===== src/rtl/fpadd_pkg.sv =====
// Shared types and constants for the fpadd issue controller.
package fpadd_pkg;
  localparam int FP_W = 32;
  localparam logic [FP_W-1:0] FP_QNAN = 32'h7FC00000;
  localparam int DEF_TIMEOUT = 63;

  typedef enum logic [1:0] {
    ST_IDLE,
    ST_ISSUE,
    ST_WAIT,
    ST_HOLD
  } state_t;
endpackage


===== src/rtl/fpadd_opq.sv =====
// Operand-pair queue: DEPTH-entry synchronous FIFO, head visible combinationally.
// Callers must not push when full or pop when empty.
module fpadd_opq #(
  parameter int DEPTH = 2,
  parameter int W     = 64
) (
  input  logic                   clk,
  input  logic                   reset,
  input  logic                   push,
  input  logic                   pop,
  input  logic [W-1:0]           push_data,
  output logic [W-1:0]           head,
  output logic [$clog2(DEPTH):0] count,
  output logic                   full,
  output logic                   empty
);
  localparam int AW = $clog2(DEPTH);

  logic [W-1:0]  mem [DEPTH];
  logic [AW-1:0] wr_ptr;
  logic [AW-1:0] rd_ptr;

  always_ff @(posedge clk) begin
    if (reset) begin
      wr_ptr <= '0;
      rd_ptr <= '0;
      count  <= '0;
    end else begin
      if (push) wr_ptr <= wr_ptr + AW'(1);
      if (pop)  rd_ptr <= rd_ptr + AW'(1);
      case ({push, pop})
        2'b10:   count <= count + (AW+1)'(1);
        2'b01:   count <= count - (AW+1)'(1);
        default: count <= count;
      endcase
    end
  end

  // Storage is not reset; count and pointers alone define validity.
  always_ff @(posedge clk) begin
    if (push) mem[wr_ptr] <= push_data;
  end

  assign head  = mem[rd_ptr];
  assign full  = (count == (AW+1)'(DEPTH));
  assign empty = (count == '0);
endmodule


===== src/rtl/fpadd_issue.sv =====
// Issue controller for the multi-cycle fpadd: queues operand pairs, starts the adder,
// waits for done (with watchdog) and holds each result until the consumer takes it.
module fpadd_issue
  import fpadd_pkg::*;
#(
  parameter int DEPTH   = 2,
  parameter int TIMEOUT = DEF_TIMEOUT
) (
  input  logic            clk,
  input  logic            reset,
  input  logic            in_valid,
  output logic            in_ready,
  input  logic [FP_W-1:0] in_a,
  input  logic [FP_W-1:0] in_b,
  output logic            out_valid,
  input  logic            out_ready,
  output logic [FP_W-1:0] out_sum,
  output logic            out_err,
  output logic            add_start,
  output logic [FP_W-1:0] add_a,
  output logic [FP_W-1:0] add_b,
  input  logic            add_done,
  input  logic [FP_W-1:0] add_sum,
  output logic            busy
);
  localparam logic [7:0] TO8 = 8'(TIMEOUT);

  state_t                  state;
  state_t                  state_nxt;
  logic [7:0]              wait_cnt;
  logic                    push;
  logic                    pop;
  logic                    load;
  logic                    cap_done;
  logic                    cap_to;
  logic                    accept;
  logic [2*FP_W-1:0]       head;
  logic [2*FP_W-1:0]       load_data;
  logic [$clog2(DEPTH):0]  count;
  logic                    full;
  logic                    empty;

  fpadd_opq #(.DEPTH(DEPTH), .W(2*FP_W)) u_opq (
    .clk       (clk),
    .reset     (reset),
    .push      (push),
    .pop       (pop),
    .push_data ({in_a, in_b}),
    .head      (head),
    .count     (count),
    .full      (full),
    .empty     (empty)
  );

  assign in_ready  = !full;
  assign push      = in_valid && in_ready;
  assign add_start = (state == ST_ISSUE);
  assign busy      = (state != ST_IDLE) || (count != '0);
  // A pair pushed during the accepting HOLD cycle is not at the head yet.
  assign load_data = empty ? {in_a, in_b} : head;

  always_comb begin
    state_nxt = state;
    pop       = 1'b0;
    load      = 1'b0;
    cap_done  = 1'b0;
    cap_to    = 1'b0;
    accept    = 1'b0;
    case (state)
      ST_IDLE: begin
        if (!empty) begin
          load      = 1'b1;
          state_nxt = ST_ISSUE;
        end
      end
      ST_ISSUE: state_nxt = ST_WAIT;
      ST_WAIT: begin
        // First WAIT cycle is blanked: done may still be left over from the previous op.
        if (add_done && (wait_cnt != 8'd0)) begin
          cap_done  = 1'b1;
          pop       = 1'b1;
          state_nxt = ST_HOLD;
        end else if (wait_cnt == TO8) begin
          cap_to    = 1'b1;
          pop       = 1'b1;
          state_nxt = ST_HOLD;
        end
      end
      ST_HOLD: begin
        if (out_ready) begin
          accept = 1'b1;
          if (!empty || push) begin
            load      = 1'b1;
            state_nxt = ST_ISSUE;
          end else begin
            state_nxt = ST_IDLE;
          end
        end
      end
      default: state_nxt = ST_IDLE;
    endcase
  end

  always_ff @(posedge clk) begin
    if (reset) begin
      state     <= ST_IDLE;
      wait_cnt  <= 8'd0;
      out_valid <= 1'b0;
      out_sum   <= '0;
      out_err   <= 1'b0;
      add_a     <= '0;
      add_b     <= '0;
    end else begin
      state <= state_nxt;
      if (state == ST_ISSUE)
        wait_cnt <= 8'd0;
      else if ((state == ST_WAIT) && (wait_cnt != TO8))
        wait_cnt <= wait_cnt + 8'd1;
      if (load)
        {add_a, add_b} <= load_data;
      if (cap_done) begin
        out_sum   <= add_sum;
        out_err   <= 1'b0;
        out_valid <= 1'b1;
      end else if (cap_to) begin
        out_sum   <= FP_QNAN;
        out_err   <= 1'b1;
        out_valid <= 1'b1;
      end else if (accept) begin
        out_valid <= 1'b0;
      end
    end
  end
endmodule


===== config.mk =====
export PLATFORM = sky130hd
export DESIGN_NAME = fpadd_issue
export DESIGN_NICKNAME = d
export VERILOG_FILES = /design/src/rtl/fpadd_pkg.sv /design/src/rtl/fpadd_opq.sv /design/src/rtl/fpadd_issue.sv
export SDC_FILE = /design/constraint.sdc
export NUM_CORES = 1
export LEC_CHECK = 0
export ABC_AREA = 1
export CAP_MARGIN = 20
export CORE_ASPECT_RATIO = 1.2
export CORE_MARGIN = 4
export CORE_UTILIZATION = 37
export DETAILED_ROUTE_END_ITERATION = 7
export HOLD_SLACK_MARGIN = 0.15
export MAX_ROUTING_LAYER = met4
export SYNTH_ARGS = -nofsm -noshare
export SYNTH_HDL_FRONTEND = slang
export SYNTH_SLANG_ARGS = --single-unit

===== constraint.sdc =====
create_clock -name clk -period 8.6 [get_ports clk]
set_input_delay 0.86 -clock clk [delete_from_list [all_inputs] [get_ports clk]]
set_output_delay 0.86 -clock clk [all_outputs]
set_load 0.005 [all_outputs]

==> flow_summary.rst <==
.. list-table::
   :header-rows: 1

   * - Metric
     - Value
   * - Hold_buf cts
     - 0
   * - Clock Tree Buf Depth
     - 3
   * - Number of synthesized flops with an enable pin
     - around 130
   * - Yosys reg bits
     - approximately 240
   * - Synthesis-to-finish area growth
     - 29.2%
   * - Sink Count
     - about 240
   * - Worst setup EP type
     - flop
   * - Overall via count from detail_route
     - between 7000 and 8000
   * - Final min period
     - ~3.1 ns
   * - Placed cell areas
     - about 0.012 sq mm
   * - Total core area
     - about 0.026 sq mm
   * - Slowest cell on crit path
     - nand3_4
   * - Final cell area excluding filler cells
     - about 0.013 sq mm
   * - Arrival @ worst endpoint
     - approximately 3.5 ns
   * - Most frequently used flop master after synthesis
     - edfxtp_1
   * - Highest fanout seen on the critical path
     - between 60 and 70
   * - Hold_ws
     - between 0.4 and 0.5 ns
   * - Result of the run
     - complete, no violations
   * - Starting Density
     - 0.377
   * - Vias in the first global route
     - roughly 7500
   * - Number of vias per cell
     - approximately 5.0
   * - Delay contributed by the slowest stage of the critical path
     - about 0.86 ns
   * - Global-route wire length before repair
     - around 40 mm
   * - Worst clock skew
     - about 0.015 ns
   * - Routed length per instance
     - roughly 16 microns
   * - Post-detailed-route DRC marker count
     - 0
   * - Row count
     - 65
   * - Fraction of layout cells with a size suffix above 1
     - 0.0550
   * - Achievable Freq
     - roughly 330 MHz
   * - Final #Nets
     - 1327
   * - Antenna violations before repair
     - 1
   * - Post-route antenna net violation count
     - 0
   * - Final RePlAce weighted congestion
     - about 0.72
   * - Width of the chip
     - 158 microns
   * - Startpoint of the most critical setup path
     - out_ready
   * - Share of flip-flops with an asynchronous set or reset after synthesis
     - 0
   * - Min-Delay Endpoint
     - out_err
   * - Utilization after layout
     - 0.487
   * - Reg2Reg Launch Point
     - u_opq.count[1]
   * - TritonRoute pass-1 iters
     - 5
   * - WL final
     - 25.0 mm
   * - H-tree level count
     - 1
   * - Hold depth
     - 2
   * - Reg-to-Reg End
     - add_b[11]
   * - List of cells traversed by the critical path
     - clkdlybuf4s50_1 > nand2_1 > nand2_2 > buf_4 > nand3_4 > o21ai_0 > nor2_1
   * - Final Hold Fails
     - 0
   * - Final count of negative-setup-slack endpoints
     - 0
   * - Count of input and output buffers
     - ~200
   * - Clock-pin slew on the worst setup and hold paths
     - about 0.070 ns
   * - Worst-margin pin slew
     - slightly above 1 ns
   * - Area of the mapped netlist
     - about 0.01 sq mm
   * - Max-cap violations
     - 0
   * - Total Negative Setup Slacks
     - 0 ns
   * - Initial DRC count
     - 415
   * - Slew headroom
     - 0.309
   * - Cell leakage power
     - roughly 4.7 nW
   * - Clock insertion delay at the later pin of the skew report
     - around 0.51 ns
   * - Gate count after technology mapping
     - 1054
   * - Post-Syn Area per Cell
     - 9.46 sq um
   * - Setup CP Type
     - in2reg
   * - GRT Resource Usage Total
     - 0.170
   * - Clk Tree Root Cell
     - clkbuf_16
   * - Worst Reg2Reg Path Length in Cells
     - 9
   * - Part of the cycle the worst path needs
     - 0.356
   * - Areal power density over the cells
     - approximately 270 mW/mm^2
   * - Setup bufs post-CTS
     - 0
   * - Sequential element share of the synthesized area
     - 0.613
   * - Max Transition Viols Final
     - 0
   * - Synthesized net count
     - around 1200
   * - Setup slack on the worst flop-to-flop path
     - 5.57 ns
   * - TritonCTS clock tree
     - yes
   * - DPL Wire Length
     - approximately 15 mm
   * - Distinct cell type count of the synthesized netlist
     - 32
   * - Class of the tightest hold or removal check
     - reg2reg
   * - Height of the die
     - between 150 and 200 microns
   * - CTS Buf Count
     - 25
   * - Startpoint types
     - input port
   * - Unrepaired setup endpoints after global routing
     - false
   * - Ports
     - 202
   * - Post-cts sizing count
     - 0
   * - Maximum vdd drop
     - 253 uV
   * - Area enclosed by the die boundary
     - ~0.03 sq mm
   * - YS warnings
     - 0
   * - Launch instance of the worst min-delay path
     - out_err
   * - Maximum number of pins on one net before global-route repair
     - between 100 and 150
   * - Aggregate global routing overflow
     - 0
   * - CP required
     - around 9 ns
## layout make-up
| cell class | instances | area (sq um) |
|---|---|---|
| diodes | 1 | 2.50 |
| well taps | 335 | 419 |
| multi-input cells | 650 | 3110 |
| clock buffers | 32 | 692 |
| clock inverters | 13 | 119 |
| fillers | 2443 | 13600 |
| inverters | 89 | 334 |
| flip-flops and latches | 241 | 6110 |
| repair buffers | 211 | 2090 |
## flip-flops by register name (all words and copies together), names as in the netlist, 2 cells and up, named ones only
register and cells:
wait_cnt 8, u_opq.mem 128, state 2, add_a 32, add_b 32, out_sum 32, u_opq.count 2
## power breakdown
group	internal (mW)	total [mW]	switching, mW
clock network	0.628	1.06	0.437
logic	0.408	0.982	0.575
registers	1.38	1.47	0.0885
total	2.41	3.51	1.10
## layer usage
layer	global-route usage	wire (microns)	vias to the layer above
met5	-	0	-
met4	0.0311	383	0
met3	0.0360	1700	30
met2	0.271	11700	216
met1	0.227	11200	3650
li1	-	-	3917
## cells by family (layout without fill, tap and decap cells)
kind of cell	Yosys count	count (layout)	synth area share
AOI/OAI and AO/OA	309	309	0.165
xor gates and xnor gates	1	1	0.000879
adders and majority gates	8	8	0.0100
buffers and inverters	163	345	0.0767
DFF	241	241	0.613
other	0	1	0
and+or+nand+nor	332	332	0.135
## critical path, delay by kind of cell
kind / cells / cell delay [ns]
simple gates: 4 / 1.07
compound gates: 1 / 0.42
buf+inv: 2 / 1.06
## cells in the mapped netlist (all sizes together), types with 3 or more instances
cell type | number | area (sq um)
nor2 | 101 | 392
dfxtp | 113 | 2260
clkbuf | 29 | 110
nor3 | 3 | 15.0
inv | 89 | 334
buf | 45 | 320
edfxtp | 128 | 3840
nand2 | 192 | 736
nand3 | 33 | 183
o21ai | 206 | 1030
ha | 8 | 100
a31oi | 64 | 400
a21oi | 36 | 180
## per-stage QoR
stage	setup slack [ns]	cells	total power, mW
final	5.54	1572	3.51
after global routing	5.23	1572	3.73
after CTS	5.47	1571	3.56
after detailed placement	4.95	1526	2.48
after global placement	4.96	1526	2.47
after floorplan	4.46	1054	2.08
## worst max-delay path by stage
| stage | slack, ns | cells past startpoint | endpoint |
|---|---|---|---|
| 5_1_grt | 5.23 | 9 | add_b[10] |
| 2_1_floorplan | 4.46 | 2 | u_opq.mem[1][0] |
| 4_1_cts | 5.47 | 9 | add_b[8] |
| 6_report | 5.54 | 7 | add_b[11] |
| 3_5_place_dp | 4.95 | 7 | add_b[11] |
| 3_3_place_gp | 4.96 | 7 | add_b[9] |
## cell usage in the layout (no fill, tap or decap)
cell             count
clkdlybuf4s50_1    201
nand2_1            188
edfxtp_1           128
o21ai_0            124
dfxtp_1            112
nor2_1              96
inv_1               85
o21ai_1             82
a31oi_1             64
a21oi_1             36
nand3_1             31
clkbuf_16           25
buf_4               10
ha_1                 8
clkinv_2             7
inv_2                4
clkbuf_8             4
nand2_2              3
nor2_4               3
nor3_1               3
clkbuf_1             3
nor2_2               2
bufinv_16            2
clkinv_1             2
diode_2              1
nand3_2              1
nand2_4              1
nand3_4              1
a22oi_2              1
o21bai_1             1
xnor2_1              1
and2_1               1
a211oi_2             1
nand4_1              1
and3_1               1
dfxtp_4              1
inv_6                1
clkinvlp_4           1
No activity file was read; power rests on OpenSTA's default activity.
